<file path="src/rtl/wb_stage_if.sv">
// Pipeline bus between MEM and WB: instruction fields in, register-file write port and status out.
interface wb_stage_if;
    logic        in_valid;
    logic [31:0] in_pc;
    logic [4:0]  in_rd;
    logic        in_rf_we;
    logic [1:0]  in_wb_sel;
    logic [31:0] in_alu;
    logic [31:0] in_mem_rdata;
    logic [2:0]  in_funct3;

    logic        rf_we;
    logic [4:0]  rf_wa;
    logic [31:0] rf_wd;
    logic        wb_valid;
    logic [31:0] wb_pc;

    modport master (
        output in_valid, in_pc, in_rd, in_rf_we, in_wb_sel, in_alu, in_mem_rdata, in_funct3,
        input  rf_we, rf_wa, rf_wd, wb_valid, wb_pc
    );

    modport slave (
        input  in_valid, in_pc, in_rd, in_rf_we, in_wb_sel, in_alu, in_mem_rdata, in_funct3,
        output rf_we, rf_wa, rf_wd, wb_valid, wb_pc
    );
endinterface

</file>
<file path="src/rtl/wb_stage.sv">
// Write-back stage: one pipeline register, load extraction and register-file write port.
// Optional retired-instruction counter enabled by defining WB_RETIRE_CNT_EN.
module wb_stage (
    input  logic        clk,
    input  logic        rst,
    input  logic        stall,
    input  logic        flush,
    wb_stage_if.slave   bus
`ifdef WB_RETIRE_CNT_EN
    ,
    output logic [31:0] retire_cnt
`endif
);

    localparam int unsigned XLEN = 32;
    localparam int unsigned RW   = 5;

    logic            valid_q, valid_d;
    logic [XLEN-1:0] pc_q, pc_d;
    logic [RW-1:0]   rd_q, rd_d;
    logic            we_q, we_d;
    logic [1:0]      sel_q, sel_d;
    logic [XLEN-1:0] alu_q, alu_d;
    logic [XLEN-1:0] rdata_q, rdata_d;
    logic [2:0]      f3_q, f3_d;

    // Flush only kills the valid bit; stall holds everything.
    always_comb begin
        valid_d = valid_q;
        pc_d    = pc_q;
        rd_d    = rd_q;
        we_d    = we_q;
        sel_d   = sel_q;
        alu_d   = alu_q;
        rdata_d = rdata_q;
        f3_d    = f3_q;
        if (flush) begin
            valid_d = 1'b0;
        end else if (!stall) begin
            valid_d = bus.in_valid;
            pc_d    = bus.in_pc;
            rd_d    = bus.in_rd;
            we_d    = bus.in_rf_we;
            sel_d   = bus.in_wb_sel;
            alu_d   = bus.in_alu;
            rdata_d = bus.in_mem_rdata;
            f3_d    = bus.in_funct3;
        end
    end

    always_ff @(posedge clk) begin
        if (rst) begin
            valid_q <= 1'b0;
            pc_q    <= '0;
            rd_q    <= '0;
            we_q    <= 1'b0;
            sel_q   <= '0;
            alu_q   <= '0;
            rdata_q <= '0;
            f3_q    <= '0;
        end else begin
            valid_q <= valid_d;
            pc_q    <= pc_d;
            rd_q    <= rd_d;
            we_q    <= we_d;
            sel_q   <= sel_d;
            alu_q   <= alu_d;
            rdata_q <= rdata_d;
            f3_q    <= f3_d;
        end
    end

    logic [7:0]      ld_byte;
    logic [15:0]     ld_half;
    logic [XLEN-1:0] ld_data;
    logic [XLEN-1:0] wd;

    // Halfword selection ignores offset bit 0; word loads ignore the offset entirely.
    always_comb begin
        ld_byte = rdata_q[{alu_q[1:0], 3'b000} +: 8];
        ld_half = alu_q[1] ? rdata_q[31:16] : rdata_q[15:0];
        case (f3_q)
            3'b000:  ld_data = {{24{ld_byte[7]}}, ld_byte};
            3'b100:  ld_data = {24'h000000, ld_byte};
            3'b001:  ld_data = {{16{ld_half[15]}}, ld_half};
            3'b101:  ld_data = {16'h0000, ld_half};
            default: ld_data = rdata_q;
        endcase
    end

    always_comb begin
        case (sel_q)
            2'b01:   wd = ld_data;
            2'b10:   wd = pc_q + XLEN'(4);
            default: wd = alu_q;
        endcase
    end

    assign bus.rf_we    = valid_q & we_q & (rd_q != '0);
    assign bus.rf_wa    = rd_q;
    assign bus.rf_wd    = wd;
    assign bus.wb_valid = valid_q;
    assign bus.wb_pc    = pc_q;

`ifdef WB_RETIRE_CNT_EN
    logic [XLEN-1:0] retire_q, retire_d;

    // An instruction retires when it leaves WB without being held; wraps naturally.
    always_comb begin
        retire_d = retire_q;
        if (valid_q && (!stall || flush)) begin
            retire_d = retire_q + XLEN'(1);
        end
    end

    always_ff @(posedge clk) begin
        if (rst) begin
            retire_q <= '0;
        end else begin
            retire_q <= retire_d;
        end
    end

    assign retire_cnt = retire_q;
`endif

endmodule

</file>
<file path="src/flat_wrapper.sv">
// flat-port wrapper written by rule: the top's interface ports become plain ports
module wb_stage_flat 
  (clk, rst, stall, flush, bus_in_valid, bus_in_pc, bus_in_rd, bus_in_rf_we, bus_in_wb_sel, bus_in_alu, bus_in_mem_rdata, bus_in_funct3, bus_rf_we, bus_rf_wa, bus_rf_wd, bus_wb_valid, bus_wb_pc);
  wb_stage_if bus_i ();
  input  logic clk;
  input  logic rst;
  input  logic stall;
  input  logic flush;
  input wire logic [$bits(bus_i.in_valid)-1:0] bus_in_valid;
  input wire logic [$bits(bus_i.in_pc)-1:0] bus_in_pc;
  input wire logic [$bits(bus_i.in_rd)-1:0] bus_in_rd;
  input wire logic [$bits(bus_i.in_rf_we)-1:0] bus_in_rf_we;
  input wire logic [$bits(bus_i.in_wb_sel)-1:0] bus_in_wb_sel;
  input wire logic [$bits(bus_i.in_alu)-1:0] bus_in_alu;
  input wire logic [$bits(bus_i.in_mem_rdata)-1:0] bus_in_mem_rdata;
  input wire logic [$bits(bus_i.in_funct3)-1:0] bus_in_funct3;
  output wire logic [$bits(bus_i.rf_we)-1:0] bus_rf_we;
  output wire logic [$bits(bus_i.rf_wa)-1:0] bus_rf_wa;
  output wire logic [$bits(bus_i.rf_wd)-1:0] bus_rf_wd;
  output wire logic [$bits(bus_i.wb_valid)-1:0] bus_wb_valid;
  output wire logic [$bits(bus_i.wb_pc)-1:0] bus_wb_pc;
  assign bus_i.in_valid = bus_in_valid;
  assign bus_i.in_pc = bus_in_pc;
  assign bus_i.in_rd = bus_in_rd;
  assign bus_i.in_rf_we = bus_in_rf_we;
  assign bus_i.in_wb_sel = bus_in_wb_sel;
  assign bus_i.in_alu = bus_in_alu;
  assign bus_i.in_mem_rdata = bus_in_mem_rdata;
  assign bus_i.in_funct3 = bus_in_funct3;
  assign bus_rf_we = bus_i.rf_we;
  assign bus_rf_wa = bus_i.rf_wa;
  assign bus_rf_wd = bus_i.rf_wd;
  assign bus_wb_valid = bus_i.wb_valid;
  assign bus_wb_pc = bus_i.wb_pc;
  wb_stage u_core (.clk(clk), .rst(rst), .stall(stall), .flush(flush), .bus(bus_i));
endmodule
</file>
<file path="config.mk">
export PLATFORM = sky130hd
export DESIGN_NAME = wb_stage_flat
export DESIGN_NICKNAME = d
export VERILOG_FILES = /design/src/rtl/wb_stage_if.sv /design/src/rtl/wb_stage.sv /design/src/flat_wrapper.sv
export SDC_FILE = /design/constraint.sdc
export NUM_CORES = 1
export LEC_CHECK = 0
export CAP_MARGIN = 15
export CORE_ASPECT_RATIO = 0.8
export CORE_MARGIN = 3
export CORE_UTILIZATION = 47
export CTS_CLUSTER_DIAMETER = 150
export DETAILED_ROUTE_END_ITERATION = 10
export PLACE_DENSITY = 0.81
export SYNTH_ARGS = -nofsm -noshare
export SYNTH_HDL_FRONTEND = slang
export SYNTH_SLANG_ARGS = --single-unit
</file>
<file path="constraint.sdc">
create_clock -name clk -period 3.13 [get_ports clk]
set_clock_uncertainty 0.05 [all_clocks]
set_input_delay 0.4695 -clock clk [delete_from_list [all_inputs] [get_ports clk]]
set_output_delay 0.4695 -clock clk [all_outputs]
set_load 0.005 [all_outputs]
</file>
==> impl_metrics.csv <==
group,metric,value,unit
status,outcome,"finished clean",
clocking,cts.sinks,108,
grt,grt_pass1_wl,30400,microns
setup_path,worstPathCellList,"buf_4, mux2_2, o31a_1, a32o_1, mux2_2, clkdlybuf4s50_1",
floorplanning,fp.coreArea,0.0117,sq mm
floorplanning,rows,35,
clocking,clk_latency,0.36,ns
worst_hold_path,holdCritPathClass,"flop to flop",
sta,tightest_slew,0.697,ns
yosys,ys_ff_latch,108,
finish,final_cell_mix,"nand2_1, clkdlybuf4s50_1, a21oi_1",
run,max_cap_violations,0,
power,finalPower,3.22,mW
grt,overflow,0,
yosys,synth_edf_count,0,
sta,post-route-period-util,97.3,%
placement,dp_hpwl,14300,microns
clocking,cts_hold_buf,0,
yosys,synth_area,0.00570,sq mm
setup_path,crit_path_end_kind,"primary output",
setup_path,arrival,2.53,ns
setup_path,required,2.61,ns
sta,slew_violations,0,
sta,hold_viol,0,
power,vdd_drop_max,0.374,mV
setup_path,cp_slowest_cell,"clkdlybuf4s50_1",
sta,whs,0.407,ns
sta,relSlewSlack,53.5,%
finish,fin_nets,1065,
clocking,cts_buffers,9,
floorplanning,die_area,0.0135,sq mm
sta,fin_crit,3.05,ns
setup_path,cp_max_fo,6,
placement,io_buffers,182,
floorplanning,die_w,129,microns
detailed_routing,dr.pass1.iters,6,
placement,placed_cells,1086,
placement,gp_congestion,0.959,
power,power_leakage,2.96,nW
yosys,syn_nets,899,
detailed_routing,drt_iter0_drc,762,
yosys,yosysSeqAreaShare,37.9,%
setup_path,slowest_delay,0.44,ns
finish,layout_commonest_cell,"nand2_1",
finish,syn2layout_area_growth,44.4,%
setup_path,cp-start-kind,"flop",
setup_path,crit_type,"flop to primary output",
detailed_routing,viasPerCell,5.83,
finish,drive_gt1_share,11.0,%
floorplanning,fp.dieH,104,microns
yosys,synth_cell_types,58,
sta,setup_tns,0,ns
finish,fin_area,0.00823,sq mm
yosys,yosys_most_used_dff,"dfxtp_1",
finish,n_antenna_cell,0,
detailed_routing,drtAntennaViolNets,0,
finish,layoutNonFillerInstCount,1103,
clocking,cts_tree,"built",
grt,grt_pass1_vias,5721,
sta,setup_viol,0,
yosys,async_reset_ff_share,0,%
grt,antenna_found_initial,0,
sta,max_freq,328,MHz
detailed_routing,wire_per_inst,17.8,microns
yosys,synth.avg_cell_area,7.27,sq um
floorplanning,start_util,48.7,%
clocking,h-tree-depth,3,
clocking,cts.clk_slew.worst_paths,0.08,ns
yosys,synthCells,784,
setup_path,crit_top_cell,"mux2_2",
clocking,cts-root-buf,"clkbuf_16",
grt,grt_usage,28.2,%
detailed_routing,via_count,6428,
floorplanning,io-pin-count,183,
sta,grt_setup_unrepaired,"yes",
yosys,yosys_warnings,0,
grt,grt_max_degree,64,
clocking,clock_path_buffers,2,
power,power_density,392,mW/mm^2
placement,placed_area,0.00780,sq mm
detailed_routing,totalWireLength,19600,microns
detailed_routing,route.detailed.drc,0,
==> kinds of logic (layout without fill, tap and decap cells) <==
group                      Yosys count  in the layout  share of synthesized area [%]
xor gates and xnor gates            10             10                           1.54
and+or+nand+nor                    351            351                           27.9
adders and majority gates            3              3                          0.659
AOI/OAI and AO/OA                  208            208                           22.4
DFF                                108            108                           37.9
muxes                               19             19                           3.78
buffers and inverters               85            256                           5.77
==> state kept, by name, summed over array words and instances (netlist names) <==
| signal | flops |
|---|---|
| u_core.alu_q | 32 |
| u_core.bus.rf_wa | 5 |
| u_core.bus.wb_pc | 32 |
| u_core.bus.wb_valid | 1 |
| u_core.f3_q | 3 |
| u_core.rdata_q | 32 |
| u_core.sel_q | 2 |
| u_core.we_q | 1 |
==> metrics by stage <==
| stage | utilization, % | setup slack, ns |
|---|---|---|
| after floorplan | - | 0.766 |
| after global placement | 66.7 | 0.285 |
| after detailed placement | 66.7 | 0.185 |
| after CTS | 69.8 | 0.0135 |
| after global routing | 70.4 | -0.00215 |
| final | 70.4 | 0.0847 |
==> cell type report <==
cell class                      instances  area (sq um)
Fill cell                             956          3460
Multi-Input combinational cell        591          3300
Timing Repair Buffer                  223          2190
Sequential cell                       108          2190
Clock buffer                           10           239
Tap cell                              148           185
Inverter                               17          63.8
Clock inverter                          6          55.1
==> critical path: cells and delay by family (launching register included) <==
kind	cells	cell delay, ns
compound gates	2	0.53
buf+inv	2	0.62
flops	1	0.38
mux	2	0.63
==> layer usage <==
layer	GRT usage, %	vias up	share of wire (%)
met3	5.70	32	9.7
met1	42.5	2980	45
met2	41.5	355	44
li1	-	3061	-
met5	0	-	0
met4	5.40	0	1.6
==> cell usage after synthesis (2+ instances only) <==
cell	number	area share, %
xor2_1	3	0.46
a31oi_1	3	0.33
o211ai_1	16	2.1
or3_1	6	0.66
a22oi_1	2	0.26
nand4b_1	2	0.31
buf_2	7	0.61
o311ai_0	6	0.92
a31o_2	2	0.31
buf_1	6	0.40
a211o_1	2	0.31
o21ai_0	4	0.35
and4_1	5	0.77
mux2_2	10	2.0
xnor2_1	7	1.1
or4_1	5	0.66
a221oi_1	6	0.92
nor2b_1	8	0.88
ha_1	3	0.66
a22o_1	14	2.2
nor3_1	8	0.70
nand2b_1	5	0.55
nor2_1	12	0.79
nand4_1	11	1.2
and2_1	2	0.22
clkbuf_1	54	3.6
inv_1	17	1.1
nor3b_1	2	0.26
nand2_1	240	16
nand3_1	27	2.4
a221o_1	5	0.88
a32oi_1	4	0.61
nor4_1	5	0.55
mux2i_1	8	1.4
dfxtp_1	108	38
a21oi_1	136	12
or2_2	2	0.22
==> repair_timing <==
item                                   CTS  global route
pin swaps                                1             3
setup endpoints to repair               18            27
resized for setup                       16            22
cloned                                   0             0
endpoints found under the hold margin    0             0
setup buffers                            1             0
==> power by group <==
group / leakage [nW] / switching (mW) / internal [mW]
Clock: 0.146 / 0.556 / 0.578
Sequential: 0.890 / 0.0680 / 1.44
Combinational: 1.92 / 0.259 / 0.328
==> path summary, 6_finish.rpt <==
check	from	endpoint	slack, ns	depth (start not counted)
max	u_core.alu_q[1]	bus_rf_wd[6]	0.08	6
min	u_core.alu_q[24]	u_core.alu_q[24]	0.41	2
max reg2reg	u_core.f3_q[1]	u_core.f3_q[1]	1.98	3
min reg2reg	u_core.alu_q[24]	u_core.alu_q[24]	0.41	2
Power figures use the tool's default switching activity.
